$ cat src/rtl/shift_pkg.sv
// Shared definitions for the iterative shifter.
// Provides the shift-mode encodings, which are visible on the unit's `mode` port,
// and the control FSM state encodings.
package shift_pkg;

    typedef enum logic [1:0] {
        MODE_SLL  = 2'b00,
        MODE_SRL  = 2'b01,
        MODE_SRA  = 2'b10,
        MODE_ROTR = 2'b11
    } mode_t;

    typedef enum logic [1:0] {
        S_IDLE,
        S_SHIFT,
        S_DONE
    } state_t;

endpackage

$ cat src/rtl/shift_step.sv
// Single combinational shift stage. It shifts acc_i by amt_i (range 0..STEP) in the
// direction and fill selected by md_i.
//   acc_i  in   WIDTH    value to shift
//   amt_i  in   AMT_W    shift distance, 0..STEP
//   md_i   in   mode_t   SLL / SRL / SRA / ROTR
//   res_o  out  WIDTH    shifted value
module shift_step
    import shift_pkg::*;
#(
    parameter int unsigned WIDTH = 32,
    parameter int unsigned STEP  = 1,
    localparam int unsigned AMT_W = $clog2(STEP + 1)
) (
    input  logic [WIDTH-1:0] acc_i,
    input  logic [AMT_W-1:0] amt_i,
    input  mode_t            md_i,
    output logic [WIDTH-1:0] res_o
);

    always_comb begin
        res_o = acc_i;
        unique case (md_i)
            MODE_SLL:  res_o = acc_i << amt_i;
            MODE_SRL:  res_o = acc_i >> amt_i;
            MODE_SRA:  res_o = $signed(acc_i) >>> amt_i;
            // Shifting the doubled word right leaves the rotated value in the low half.
            MODE_ROTR: res_o = WIDTH'({acc_i, acc_i} >> amt_i);
        endcase
    end

endmodule

$ cat src/rtl/iter_shift_unit.sv
// Multi-cycle shifter for the MIPS datapath. Each cycle it shifts the operand by at
// most STEP bits, until the full shift amount has been applied. A start/ready/done
// handshake lets the control FSM stall on the unit.
//   clk      in   1        rising-edge clock
//   rst      in   1        synchronous active-high reset
//   start    in   1        request, taken only while ready=1
//   mode     in   2        00 SLL, 01 SRL, 10 SRA, 11 ROTR (sampled at accept)
//   data_in  in   WIDTH    operand (sampled at accept)
//   shamt    in   SHAMT_W  shift amount 0..WIDTH-1 (sampled at accept)
//   ready    out  1        idle, can accept
//   busy     out  1        operation in flight (SHIFT or DONE)
//   done     out  1        one-cycle pulse, result valid
//   result   out  WIDTH    registered shifted value
module iter_shift_unit
    import shift_pkg::*;
#(
    parameter int unsigned WIDTH   = 32,
    parameter int unsigned SHAMT_W = 5,
    parameter int unsigned STEP    = 1
) (
    input  logic               clk,
    input  logic               rst,
    input  logic               start,
    input  logic [1:0]         mode,
    input  logic [WIDTH-1:0]   data_in,
    input  logic [SHAMT_W-1:0] shamt,
    output logic               ready,
    output logic               busy,
    output logic               done,
    output logic [WIDTH-1:0]   result
);

    localparam int unsigned AMT_W = $clog2(STEP + 1);
    // One extra bit, because STEP may equal WIDTH, which does not fit in SHAMT_W bits.
    localparam logic [SHAMT_W:0] STEP_L = (SHAMT_W + 1)'(STEP);

    state_t             state_q;
    logic [WIDTH-1:0]   acc_q;
    logic [WIDTH-1:0]   acc_d;
    logic [SHAMT_W-1:0] rem_q;
    logic [SHAMT_W-1:0] rem_d;
    mode_t              md_q;
    logic [WIDTH-1:0]   result_q;
    logic               ready_q;
    logic               busy_q;
    logic               done_q;

    logic               last_step;
    logic [AMT_W-1:0]   step_amt;

    // s = min(rem, STEP). The step that consumes the remainder is the final one.
    always_comb begin
        last_step = ({1'b0, rem_q} <= STEP_L);
        step_amt  = last_step ? AMT_W'(rem_q) : AMT_W'(STEP);
        rem_d     = last_step ? '0 : rem_q - SHAMT_W'(STEP);
    end

    shift_step #(
        .WIDTH (WIDTH),
        .STEP  (STEP)
    ) u_step (
        .acc_i (acc_q),
        .amt_i (step_amt),
        .md_i  (md_q),
        .res_o (acc_d)
    );

    always_ff @(posedge clk) begin
        if (rst) begin
            state_q  <= S_IDLE;
            acc_q    <= '0;
            rem_q    <= '0;
            md_q     <= MODE_SLL;
            result_q <= '0;
            ready_q  <= 1'b1;
            busy_q   <= 1'b0;
            done_q   <= 1'b0;
        end else begin
            unique case (state_q)
                S_IDLE: begin
                    if (start) begin
                        acc_q   <= data_in;
                        rem_q   <= shamt;
                        md_q    <= mode_t'(mode);
                        ready_q <= 1'b0;
                        busy_q  <= 1'b1;
                        if (shamt == '0) begin
                            result_q <= data_in;
                            done_q   <= 1'b1;
                            state_q  <= S_DONE;
                        end else begin
                            state_q  <= S_SHIFT;
                        end
                    end
                end
                S_SHIFT: begin
                    acc_q <= acc_d;
                    rem_q <= rem_d;
                    if (last_step) begin
                        result_q <= acc_d;
                        done_q   <= 1'b1;
                        state_q  <= S_DONE;
                    end
                end
                S_DONE: begin
                    done_q  <= 1'b0;
                    busy_q  <= 1'b0;
                    ready_q <= 1'b1;
                    state_q <= S_IDLE;
                end
                default: state_q <= S_IDLE;
            endcase
        end
    end

    assign ready  = ready_q;
    assign busy   = busy_q;
    assign done   = done_q;
    assign result = result_q;

endmodule

$ cat config.mk
export PLATFORM = sky130hd
export DESIGN_NAME = iter_shift_unit
export DESIGN_NICKNAME = d
export VERILOG_FILES = /design/src/rtl/shift_pkg.sv /design/src/rtl/shift_step.sv /design/src/rtl/iter_shift_unit.sv
export SDC_FILE = /design/constraint.sdc
export NUM_CORES = 1
export LEC_CHECK = 0
export CAP_MARGIN = 25
export CORE_MARGIN = 2
export CORE_UTILIZATION = 56
export DETAILED_ROUTE_END_ITERATION = 6
export MAX_ROUTING_LAYER = met4
export PLACE_DENSITY = 0.95
export SLEW_MARGIN = 20
export SYNTH_ARGS = -nofsm -noshare
export SYNTH_HDL_FRONTEND = slang
export SYNTH_HIERARCHICAL = 1
export SYNTH_SLANG_ARGS = --single-unit
$ cat constraint.sdc
create_clock -name clk -period 3.15 [get_ports clk]
set_input_delay 0.7875 -clock clk [delete_from_list [all_inputs] [get_ports clk]]
set_output_delay 0.7875 -clock clk [all_outputs]
set_load 0.03 [all_outputs]
==> summary.md <==
| Metric | Value |
|---|---|
| Final Wtd Congestion | `0.833` |
| Post-synth ARST share | `0` |
| #FFs+latches synth | `76` |
| EDFF count, synth | `0` |
| Hold Path Origin | `busy` |
| Minimum clock period | `2.56 ns` |
| Synthesis-to-finish area growth | `24.2%` |
| MaxCap Viol Count | `0` |
| Initial Util | `0.586` |
| Final net count | `553` |
| Clk root buf | `clkbuf_8` |
| Grt total ovfl | `0` |
| Chip height | `88.8 microns` |
| Total GRT Usage | `0.274` |
| IO buf count | `76` |
| Total CTS buffers | `9` |
| Clock Pin Slew Worst Setup and Hold Paths | `0.08 ns` |
| Cells after Synth | `447` |
| Num Clock Sinks | `76` |
| Distinct cell type count of the synthesized netlist | `40` |
| Worst-path maximum fanout | `32` |
| Die W | `88.8 microns` |
| Vias | `3,643` |
| Row cnt | `30` |
| Hold_ws | `0.501 ns` |
| Static leakage | `1.87 nW` |
| Area leader, netlist | `dfxtp_1` |
| Worst EP arrival | `2.84 ns` |
| Register area share after synthesis | `0.378` |
| Post-synth top cells | `76 x dfxtp_1, 70 x nor2_1, 68 x a21oi_1, 63 x mux2i_1, 53 x a211oi_1` |
| Final Cycle Share | `0.814` |
| CP Capture Type | `register` |
| Crit start category | `input port` |
| R2R setup slack | `0.68 ns` |
| Setup-failing EPs final | `0` |
| Postcts setup bufs | `0` |
| CTS tree | `built` |
| Routed Antenna Nets | `0` |
| CP Class | `in2reg` |
| Worst Path Required | `3.42 ns` |
| Hold Buf Count CTS | `0` |
| Yosys warnings | `6` |
| H-tree depth | `3` |
| Post-route setup TNS | `0 ns` |
| # diodes | `0` |
| Final WL | `10.4 mm` |
| Critical Path Slowest Stage Cell | `or4_4` |
| Hold endpoint | `busy` |
| Ports | `77` |
| Status | `finished, final reports clean` |
| Die area | `0.00788 sq mm` |
| HP Class | `reg2reg` |
| Bufs on Longest Clock Path | `2` |
| Primary FF master, synth | `dfxtp_1` |
| WL per Instance | `17.1 microns` |
| Clock latency on the worst-skew pair | `0.37 ns` |
| Synth Cell Area | `0.00403 sq mm` |
| Clock Skew | `0.0104 ns` |
| Initial antenna violation count | `0` |
| First DRT Iteration DRCs | `211` |
| 1st-pass router iterations | `4` |
| Core ar. | `0.00687 sq mm` |
| CP max stage delay | `0.59 ns` |
| Mean number of vias per cell | `6.01` |
| Syn Nets | `495` |
| Worst Max-Slew Pin Slew | `0.646 ns` |
| Fmax | `390 MHz` |
| Area contributors post-synth | `dfxtp_1 38%, mux2i_1 16%, a211oi_1 9.9%` |
| Final Max Slew Viols | `0` |
| Worst hold path cell count | `2` |
| Worst Setup SP | `shamt[0]` |
| Syn avg cell area | `9.01 sq um` |
| Layout cells sized above 1 | `0.0980` |
| Number of cells on the worst reg-to-reg path | `7` |
| Relative slew slack | `0.557` |
| First-pass GRT wire length | `16.4 mm` |
| DR DRC count | `0` |
| Max VDD drop | `0.438 mV` |
| RSZ-0062 raised after global routing | `no` |
| HPWL Detailed | `6.80 mm` |
| Reg-to-reg startpoint | `state_q[0]` |
| Final Hold Fails | `0` |
| Pwr Total | `3.66 mW` |
| Largest net degree at the start of global routing | `65` |
| Crit path cell chain | `clkdlybuf4s50_1 -> or4_4 -> o32ai_4 -> buf_4 -> a21oi_1 -> a211oi_1` |
| Vias in the first global route | `3,626` |
| CTS resizes | `0` |
| Cell Pwr Density | `732 mW/mm^2` |
| Top cell type's share of synthesized area | `0.378` |
| Top-count cell post-synth | `dfxtp_1` |
| R2R Path End | `result[26]` |
-- sequential cells by signal, indices dropped and copies added, names as in the netlist --
register  cells
acc_q        32
busy          1
done          1
md_q          2
ready         1
rem_q         5
result       32
state_q       2
-- cell type report --
class	count	area [sq um]
Clock inverter	6	96.3
Fill cell	481	1870
Inverter	9	33.8
Multi-Input combinational cell	321	2220
Timing Repair Buffer	88	883
Clock buffer	10	128
Tap cell	96	120
Sequential cell	76	1520
-- through the flow --
step / cell area (sq um) / utilization / std cells / setup WS, ns
2_1_floorplan: 4030 / - / 447 / 0.848
3_3_place_gp: 4760 / 0.693 / 589 / 0.386
3_5_place_dp: 4760 / 0.693 / 589 / 0.221
4_1_cts: 4980 / 0.725 / 605 / 0.549
5_1_grt: 5000 / 0.728 / 606 / 0.521
6_report: 5000 / 0.728 / 606 / 0.587
-- worst max-delay path by stage --
stage,end,slack [ns],depth (start not counted)
finish,result[26],0.59,6
global route,result[27],0.52,6
CTS,acc_q[31],0.55,8
detailed placement,result[26],0.22,6
global placement,result[19],0.39,6
floorplan,result[10],0.85,6
-- metal layers --
layer	routed length, microns	share of wire	GRT usage	vias to the layer above
met5	0	0	-	-
met1	4450	0.43	0.320	1746
li1	-	-	-	1750
met4	154	0.015	0.121	0
met2	5270	0.51	0.463	132
met3	505	0.049	0.0420	15
-- critical path, delay by kind of cell --
family | cells | cell delay [ns]
compound gates | 3 | 0.62
buf+inv | 2 | 0.82
simple gates | 1 | 0.59
-- placed cells by master, fill, tap and decap left out, types with 2 or more instances in the layout --
cell,netlist,layout
nand2_1,7,7
a221oi_1,4,4
nor2_1,70,70
xor2_1,2,2
a211oi_2,13,13
clkdlybuf4s50_1,0,75
dfxtp_1,76,76
ha_1,6,5
inv_1,9,9
nand3_1,4,4
buf_12,1,3
nor2b_1,2,2
mux2i_1,63,63
clkbuf_8,0,9
buf_4,0,9
nor3_1,5,5
a211oi_1,53,53
o21ai_0,4,4
bufinv_16,0,2
a21oi_1,68,68
-- logic make-up (layout without fill, tap and decap cells) --
logic type,count (synthesis),count (layout),share of synthesized area
AO/OA/AOI/OAI,154,154,0.265
XOR/XNOR,2,2,0.00435
adder cells (fa/ha/maj),6,6,0.0186
buffers and inverters,50,113,0.0746
flip-flops,76,76,0.378
multiplexers,64,64,0.159
AND/OR/NAND/NOR,95,95,0.0998
-- power breakdown --
part           switching, mW  internal, mW  leakage, nW  total, mW
sequential             0.149          1.13        0.624       1.27
clock                  0.400         0.456        0.109      0.856
combinational          0.896         0.635         1.14       1.53
Power figures use the tool's default switching activity.
